--- src/rtl/pattern_play_pkg.sv ---
// Shared types and constants for the pattern-play game controller.
// Symbols are 2 bits wide and 2'b11 is never a valid symbol.
package pattern_play_pkg;

  localparam int SYM_W   = 2;
  localparam int MAX_SYM = 9;
  localparam int SEQ_W   = SYM_W * MAX_SYM;
  localparam int LVL_W   = 4;

  localparam logic [SYM_W-1:0] SYM_0   = 2'd0;
  localparam logic [SYM_W-1:0] SYM_1   = 2'd1;
  localparam logic [SYM_W-1:0] SYM_2   = 2'd2;
  localparam logic [SYM_W-1:0] SYM_BAD = 2'd3;

  typedef enum logic [2:0] {
    ST_IDLE,
    ST_GEN,
    ST_SHOW_ON,
    ST_SHOW_GAP,
    ST_WAIT_IN,
    ST_WIN,
    ST_LOSE
  } state_t;

  function automatic logic [SYM_W-1:0] sym_at(
    input logic [SEQ_W-1:0] s,
    input logic [LVL_W-1:0] i
  );
    logic [SEQ_W-1:0] sh;
    sh = s >> (SYM_W * int'(i));
    return sh[SYM_W-1:0];
  endfunction

endpackage

--- src/rtl/ppc_timer.sv ---
// Loadable down-counter; expire_o marks the last cycle of a loaded interval.
// Loading N gives exactly N cycles before the owner acts on expire_o.
module ppc_timer #(
  parameter int W = 32
) (
  input  logic         clk,
  input  logic         reset_n,
  input  logic         load_i,
  input  logic [W-1:0] load_val_i,
  output logic         expire_o
);

  logic [W-1:0] cnt_q, cnt_d;

  always_comb begin
    cnt_d = cnt_q;
    if (load_i)
      cnt_d = load_val_i;
    else if (cnt_q != '0)
      cnt_d = cnt_q - 1'b1;
  end

  always_ff @(posedge clk) begin
    if (!reset_n)
      cnt_q <= '0;
    else
      cnt_q <= cnt_d;
  end

  assign expire_o = (cnt_q == W'(1));

endmodule

--- src/rtl/pattern_play_ctrl.sv ---
// Memory-game controller: shows a growing symbol sequence, then checks presses.
// Define PPC_TIMEOUT_EN to lose after TIMEOUT_CYC idle cycles in WAIT_IN.
module pattern_play_ctrl
  import pattern_play_pkg::*;
#(
  parameter int unsigned NUM_SYM     = 9,
  parameter int unsigned SHOW_CYC    = 25000000,
  parameter int unsigned GAP_CYC     = 12500000,
  parameter int unsigned TIMEOUT_CYC = 250000000
) (
  input  logic             clk,
  input  logic             reset_n,
  input  logic             go,
  output logic             gen_start,
  input  logic             gen_done,
  input  logic [SEQ_W-1:0] seq,
  input  logic             btn_valid,
  input  logic [SYM_W-1:0] btn_sym,
  output logic             led_on,
  output logic [SYM_W-1:0] led_sym,
  output logic             busy,
  output logic             win,
  output logic             lose,
  output logic [LVL_W-1:0] level
);

  // One timer serves every interval, so it is sized for the longest.
  localparam int unsigned MAX_SG  = (SHOW_CYC > GAP_CYC) ? SHOW_CYC : GAP_CYC;
  localparam int unsigned MAX_CYC = (MAX_SG > TIMEOUT_CYC) ? MAX_SG : TIMEOUT_CYC;
  localparam int TMR_W = $clog2(MAX_CYC + 1);

  state_t           state_q, state_d;
  logic [SEQ_W-1:0] seq_q, seq_d;
  logic [LVL_W-1:0] level_q, level_d;
  logic [LVL_W-1:0] idx_q, idx_d;
  logic [SYM_W-1:0] cur_sym;
  logic             tmr_load;
  logic [TMR_W-1:0] tmr_val;
  logic             tmr_exp;
  logic             sym_ok;

  ppc_timer #(.W(TMR_W)) u_timer (
    .clk       (clk),
    .reset_n   (reset_n),
    .load_i    (tmr_load),
    .load_val_i(tmr_val),
    .expire_o  (tmr_exp)
  );

  assign cur_sym = sym_at(seq_q, idx_q);
  assign sym_ok  = (btn_sym != SYM_BAD) && (btn_sym == cur_sym);

  always_comb begin
    state_d  = state_q;
    seq_d    = seq_q;
    level_d  = level_q;
    idx_d    = idx_q;
    tmr_load = 1'b0;
    tmr_val  = '0;
    unique case (state_q)
      ST_IDLE: begin
        if (go) state_d = ST_GEN;
      end
      ST_GEN: begin
        if (gen_done) begin
          seq_d    = seq;
          level_d  = LVL_W'(1);
          idx_d    = '0;
          state_d  = ST_SHOW_ON;
          tmr_load = 1'b1;
          tmr_val  = TMR_W'(SHOW_CYC);
        end
      end
      ST_SHOW_ON: begin
        if (tmr_exp) begin
          state_d  = ST_SHOW_GAP;
          tmr_load = 1'b1;
          tmr_val  = TMR_W'(GAP_CYC);
        end
      end
      ST_SHOW_GAP: begin
        if (tmr_exp) begin
          if (idx_q + LVL_W'(1) < level_q) begin
            idx_d    = idx_q + LVL_W'(1);
            state_d  = ST_SHOW_ON;
            tmr_load = 1'b1;
            tmr_val  = TMR_W'(SHOW_CYC);
          end else begin
            idx_d   = '0;
            state_d = ST_WAIT_IN;
`ifdef PPC_TIMEOUT_EN
            tmr_load = 1'b1;
            tmr_val  = TMR_W'(TIMEOUT_CYC);
`endif
          end
        end
      end
      ST_WAIT_IN: begin
        if (btn_valid) begin
`ifdef PPC_TIMEOUT_EN
          tmr_load = 1'b1;
          tmr_val  = TMR_W'(TIMEOUT_CYC);
`endif
          if (!sym_ok) begin
            state_d = ST_LOSE;
          end else if (idx_q != level_q - LVL_W'(1)) begin
            idx_d = idx_q + LVL_W'(1);
          end else if (level_q == LVL_W'(NUM_SYM)) begin
            state_d = ST_WIN;
          end else begin
            level_d  = level_q + LVL_W'(1);
            idx_d    = '0;
            state_d  = ST_SHOW_ON;
            tmr_load = 1'b1;
            tmr_val  = TMR_W'(SHOW_CYC);
          end
        end
`ifdef PPC_TIMEOUT_EN
        else if (tmr_exp) begin
          state_d = ST_LOSE;
        end
`endif
      end
      ST_WIN, ST_LOSE: begin
        if (go) state_d = ST_GEN;
      end
      default: state_d = ST_IDLE;
    endcase
  end

  always_ff @(posedge clk) begin
    if (!reset_n) begin
      state_q <= ST_IDLE;
      seq_q   <= '0;
      level_q <= '0;
      idx_q   <= '0;
    end else begin
      state_q <= state_d;
      seq_q   <= seq_d;
      level_q <= level_d;
      idx_q   <= idx_d;
    end
  end

  assign gen_start = (state_q == ST_GEN);
  assign led_on    = (state_q == ST_SHOW_ON);
  assign led_sym   = led_on ? cur_sym : SYM_0;
  assign busy      = (state_q == ST_GEN) || (state_q == ST_SHOW_ON) ||
                     (state_q == ST_SHOW_GAP) || (state_q == ST_WAIT_IN);
  assign win       = (state_q == ST_WIN);
  assign lose      = (state_q == ST_LOSE);
  assign level     = level_q;

endmodule

--- config.mk ---
export PLATFORM = sky130hd
export DESIGN_NAME = pattern_play_ctrl
export DESIGN_NICKNAME = d
export VERILOG_FILES = /design/src/rtl/pattern_play_pkg.sv /design/src/rtl/ppc_timer.sv /design/src/rtl/pattern_play_ctrl.sv
export SDC_FILE = /design/constraint.sdc
export NUM_CORES = 1
export LEC_CHECK = 0
export ABC_CLOCK_PERIOD_IN_PS = 4000
export BUFFER_PORTS_ARGS = -buffer_cell sky130_fd_sc_hd__buf_2
export CAP_MARGIN = 20
export CORE_ASPECT_RATIO = 0.5
export CORE_UTILIZATION = 55
export CTS_BUF_LIST = sky130_fd_sc_hd__clkbuf_2 sky130_fd_sc_hd__clkbuf_4 sky130_fd_sc_hd__clkbuf_8
export DETAILED_ROUTE_END_ITERATION = 8
export PLACE_DENSITY = 0.76
export SLEW_MARGIN = 20
export SYNTH_ARGS = -nofsm -noshare
export SYNTH_HDL_FRONTEND = slang
export SYNTH_SLANG_ARGS = --single-unit
--- constraint.sdc ---
create_clock -name clk -period 4 [get_ports clk]
set_input_delay 0.2 -clock clk [delete_from_list [all_inputs] [get_ports clk]]
set_output_delay 0.2 -clock clk [all_outputs]
set_load 0.02 [all_outputs]
==> impl_metrics.yaml <==
critical_path:
  required_ps: 4240
  cpPeakStageDelay_ps: 670
  cp_num_buf_inv: 0
  critPathMaxFanout: 13
  crit_slowest_cell: "dfxtp_1"
  endpoint_kind: "flip-flop"
  critPathTopFamily: "simple AND/OR/NAND/NOR gates"
  cp-start-kind: "flip-flop"
  cp-startpoint: "idx_q[0]"
  crit_cells: 8
  path_cells: "mux4_2 -> or2_0 -> a32o_1 -> nand4b_1 -> o31ai_4 -> nand3_4 -> nand4_1 -> a211oi_1"
  reg2reg_depth: 8
  crit_type: "flip-flop to flip-flop"
  critPathCapture: "u_timer.cnt_q[1]"
  r2r_slack_ps: 1030
  cp_data_arrival_time_ps: 3210
  r2r-end: "u_timer.cnt_q[1]"
  r2r-start: "idx_q[0]"
layout:
  fin_area_um2: 3480
  drive_above_1_share_pct: 13.94
  fin_util_pct: 67.17
  synthToLayoutAreaGrowth_pct: 11.51
  fin_nets: 449
  diodes: 0
  fillCellCount: 457
clocking:
  cts_hold_buf: 0
  clk_latency_ps: 330
  cts_sinks: 57
  h-tree-depth: 3
  clkTransAtPathRegs_ps: 60
  cts_setup_buffers: 0
  cts_tree: "done"
  cts-root-buf: "clkbuf_8"
  cts_buffers: 9
  cts_resized: 0
  clockBufferDepth: 2
floorplan:
  rows: 18
  ios: 36
  fp.dieW_um: 108.5
  coreArea_um2: 5180
  die_area_um2: 5997
  start_util_pct: 60.24
  die_h_um: 55.26
placement:
  dpl_cell_area_um2: 3322
  gp_congestion: 0.8663
  hpwl_um: 4997
  io_buffers: 35
worst_hold_path:
  hp-class: "primary input to flip-flop"
synth:
  avgSynthCellArea_um2: 8.169
  ys.warnings.count: 0
  netlist_area_um2: 3120
  ys_seq_area_share_pct: 36.57
  synth-seq-cells: 57
  synthCells: 382
  synth_fp_nets: 417
  ys.flop_type: "dfxtp_1"
  ys_async_sr_fraction_pct: 0
  synth.distinct_cells: 54
  synth_edf_count: 0
routing:
  viasPerCell: 5.613
  ant_nets: 0
  post-route-drc-count: 0
  drtPass1Iterations: 5
  wl_per_cell_um: 14.10
  num_vias: 2728
  wl_um: 6854
  first_iter_violations: 128
grt:
  overflow: 0
  grt_pass1_wl_um: 11570
  grt_max_degree: 33
  grtUsageTotal_pct: 24.92
  grt_pass1_vias: 2570
  antenna_found_initial: 0
timing:
  clock_skew_ps: 5.574
  hold_violations: 0
  setup_violations: 0
  post-route-period-util_pct: 74.27
  maxSlewHeadroom_pct: 50.47
  period_minus_slack_ps: 2971
  rsz0062_at_grt: "no"
  fmax_mhz: 336.6
  worst_pin_slew_ps: 741.2
  setup-tns-final_ps: 0
  slew_violations: 0
run:
  drv_cap: 0
pwr:
  powerDensity_nw_per_um2: 708.5
  ir_drop_uv: 375.4
  p_leak_nw: 1.322
status:
  outcome: "complete, no violations"
==> cell usage in the layout, fill, tap and decap left out, types with 5 or more instances in the layout <==
cell type | synthesis | layout
clkbuf_8 | 0 | 10
nand2_1 | 60 | 60
a21boi_0 | 11 | 11
xnor2_1 | 22 | 22
o21ai_0 | 18 | 18
and2_1 | 5 | 5
ha_1 | 10 | 10
nor2_1 | 33 | 33
xor2_1 | 13 | 13
a21oi_1 | 15 | 15
dfxtp_1 | 57 | 57
mux2i_1 | 6 | 6
inv_1 | 9 | 9
nor3_1 | 18 | 18
buf_2 | 4 | 35
nor4_1 | 6 | 6
a21boi_1 | 7 | 7
or3_1 | 6 | 6
nand2b_1 | 5 | 5
nand3_1 | 18 | 18
==> per-layer routing <==
metal	wire length (um)	share of wire, %	global-route usage (%)
met3	307	4.5	7.320
met4	26	0.38	7.336
met1	3251	47	31.05
met2	3269	48	41.68
met5	0	0	0
==> cell usage after synthesis, types with 2 or more instances <==
| cell type | number | area (um2) |
|---|---|---|
| and4_1 | 2 | 17.52 |
| clkinv_1 | 2 | 7.510 |
| xor2_1 | 13 | 113.9 |
| buf_2 | 4 | 20.02 |
| ha_1 | 10 | 125.1 |
| a31oi_1 | 3 | 18.77 |
| mux2i_1 | 6 | 60.06 |
| nor2_1 | 33 | 123.9 |
| and3_1 | 4 | 25.02 |
| nand4_1 | 2 | 12.51 |
| o21ai_0 | 18 | 90.09 |
| a21oi_1 | 15 | 75.07 |
| nand3b_1 | 3 | 22.52 |
| nor2b_1 | 4 | 25.02 |
| nor4_1 | 6 | 37.54 |
| a211oi_1 | 2 | 15.01 |
| clkbuf_1 | 9 | 33.78 |
| nand4b_1 | 2 | 17.52 |
| o21a_1 | 2 | 15.01 |
| nand2b_1 | 5 | 31.28 |
| nor3_1 | 18 | 90.09 |
| nand2_1 | 60 | 225.2 |
| and2_1 | 5 | 31.28 |
| a21boi_1 | 7 | 52.55 |
| dfxtp_1 | 57 | 1141 |
| xnor2_1 | 22 | 192.7 |
| a21boi_0 | 11 | 82.58 |
| nand3_1 | 18 | 90.09 |
| or3_1 | 6 | 37.54 |
| inv_1 | 9 | 33.78 |
==> state kept, by name, indices dropped and copies added, names as in the netlist <==
| register | count |
|---|---|
| level | 4 |
| seq_q | 18 |
| idx_q | 4 |
| state_q | 3 |
| u_timer.cnt_q | 28 |
==> cells by family (layout without fill, tap and decap cells) <==
group,Yosys count,count (layout),share of synthesized area [%]
AO/OA/AOI/OAI,69,69,14.76
adder cells (fa/ha/maj),10,10,4.010
buffers and inverters,26,60,3.528
flip-flops,57,57,36.57
AND/OR/NAND/NOR,178,178,28.67
multiplexers,7,7,2.646
XOR/XNOR,35,35,9.823
==> through the flow <==
| step | instances | hold slack [ps] | setup WS (ps) | total power, mW |
|---|---|---|---|---|
| detailed placement | 473 | 447.9 | 1045 | 2.004 |
| finish | 486 | 101.4 | 1029 | 2.465 |
| global route | 486 | 106.1 | 763.6 | 2.653 |
| floorplan | 382 | 336.0 | 1640 | 1.761 |
| global placement | 473 | 442.1 | 1124 | 1.954 |
| CTS | 486 | 83.06 | 1009 | 2.471 |
==> how the worst min path moves through the flow <==
stage                start       end  slack [ps]  depth (start not counted)
finish              seq[4]  seq_q[4]         100                          3
global route        seq[2]  seq_q[2]         110                          3
CTS                 seq[4]  seq_q[4]          80                          3
detailed placement  seq[4]  seq_q[4]         450                          3
global placement    seq[0]  seq_q[0]         440                          3
floorplan           seq[3]  seq_q[3]         340                          2
==> layout make-up <==
class / instances / area, um2 / area share [%]
Multi-Input combinational cell: 299 / 1869 / 53.72
Sequential cell: 57 / 1141 / 32.79
Timing Repair Buffer: 36 / 182.7 / 5.250
Clock buffer: 12 / 152.6 / 4.387
Tap cell: 70 / 87.58 / 2.517
Inverter: 11 / 41.29 / 1.187
Clock inverter: 1 / 5.005 / 0.1438
==> tightest hold or removal path, stage by stage <==
cell and delay [ps]:
buf_2 100, nand2_1 40, a21oi_1 50
==> where the power goes <==
part / leakage (nW) / switching (mW) / internal, mW
clock network: 0.0850 / 0.215 / 0.244
registers: 0.465 / 0.168 / 0.726
logic: 0.772 / 0.643 / 0.469
Power figures use the tool's default switching activity.
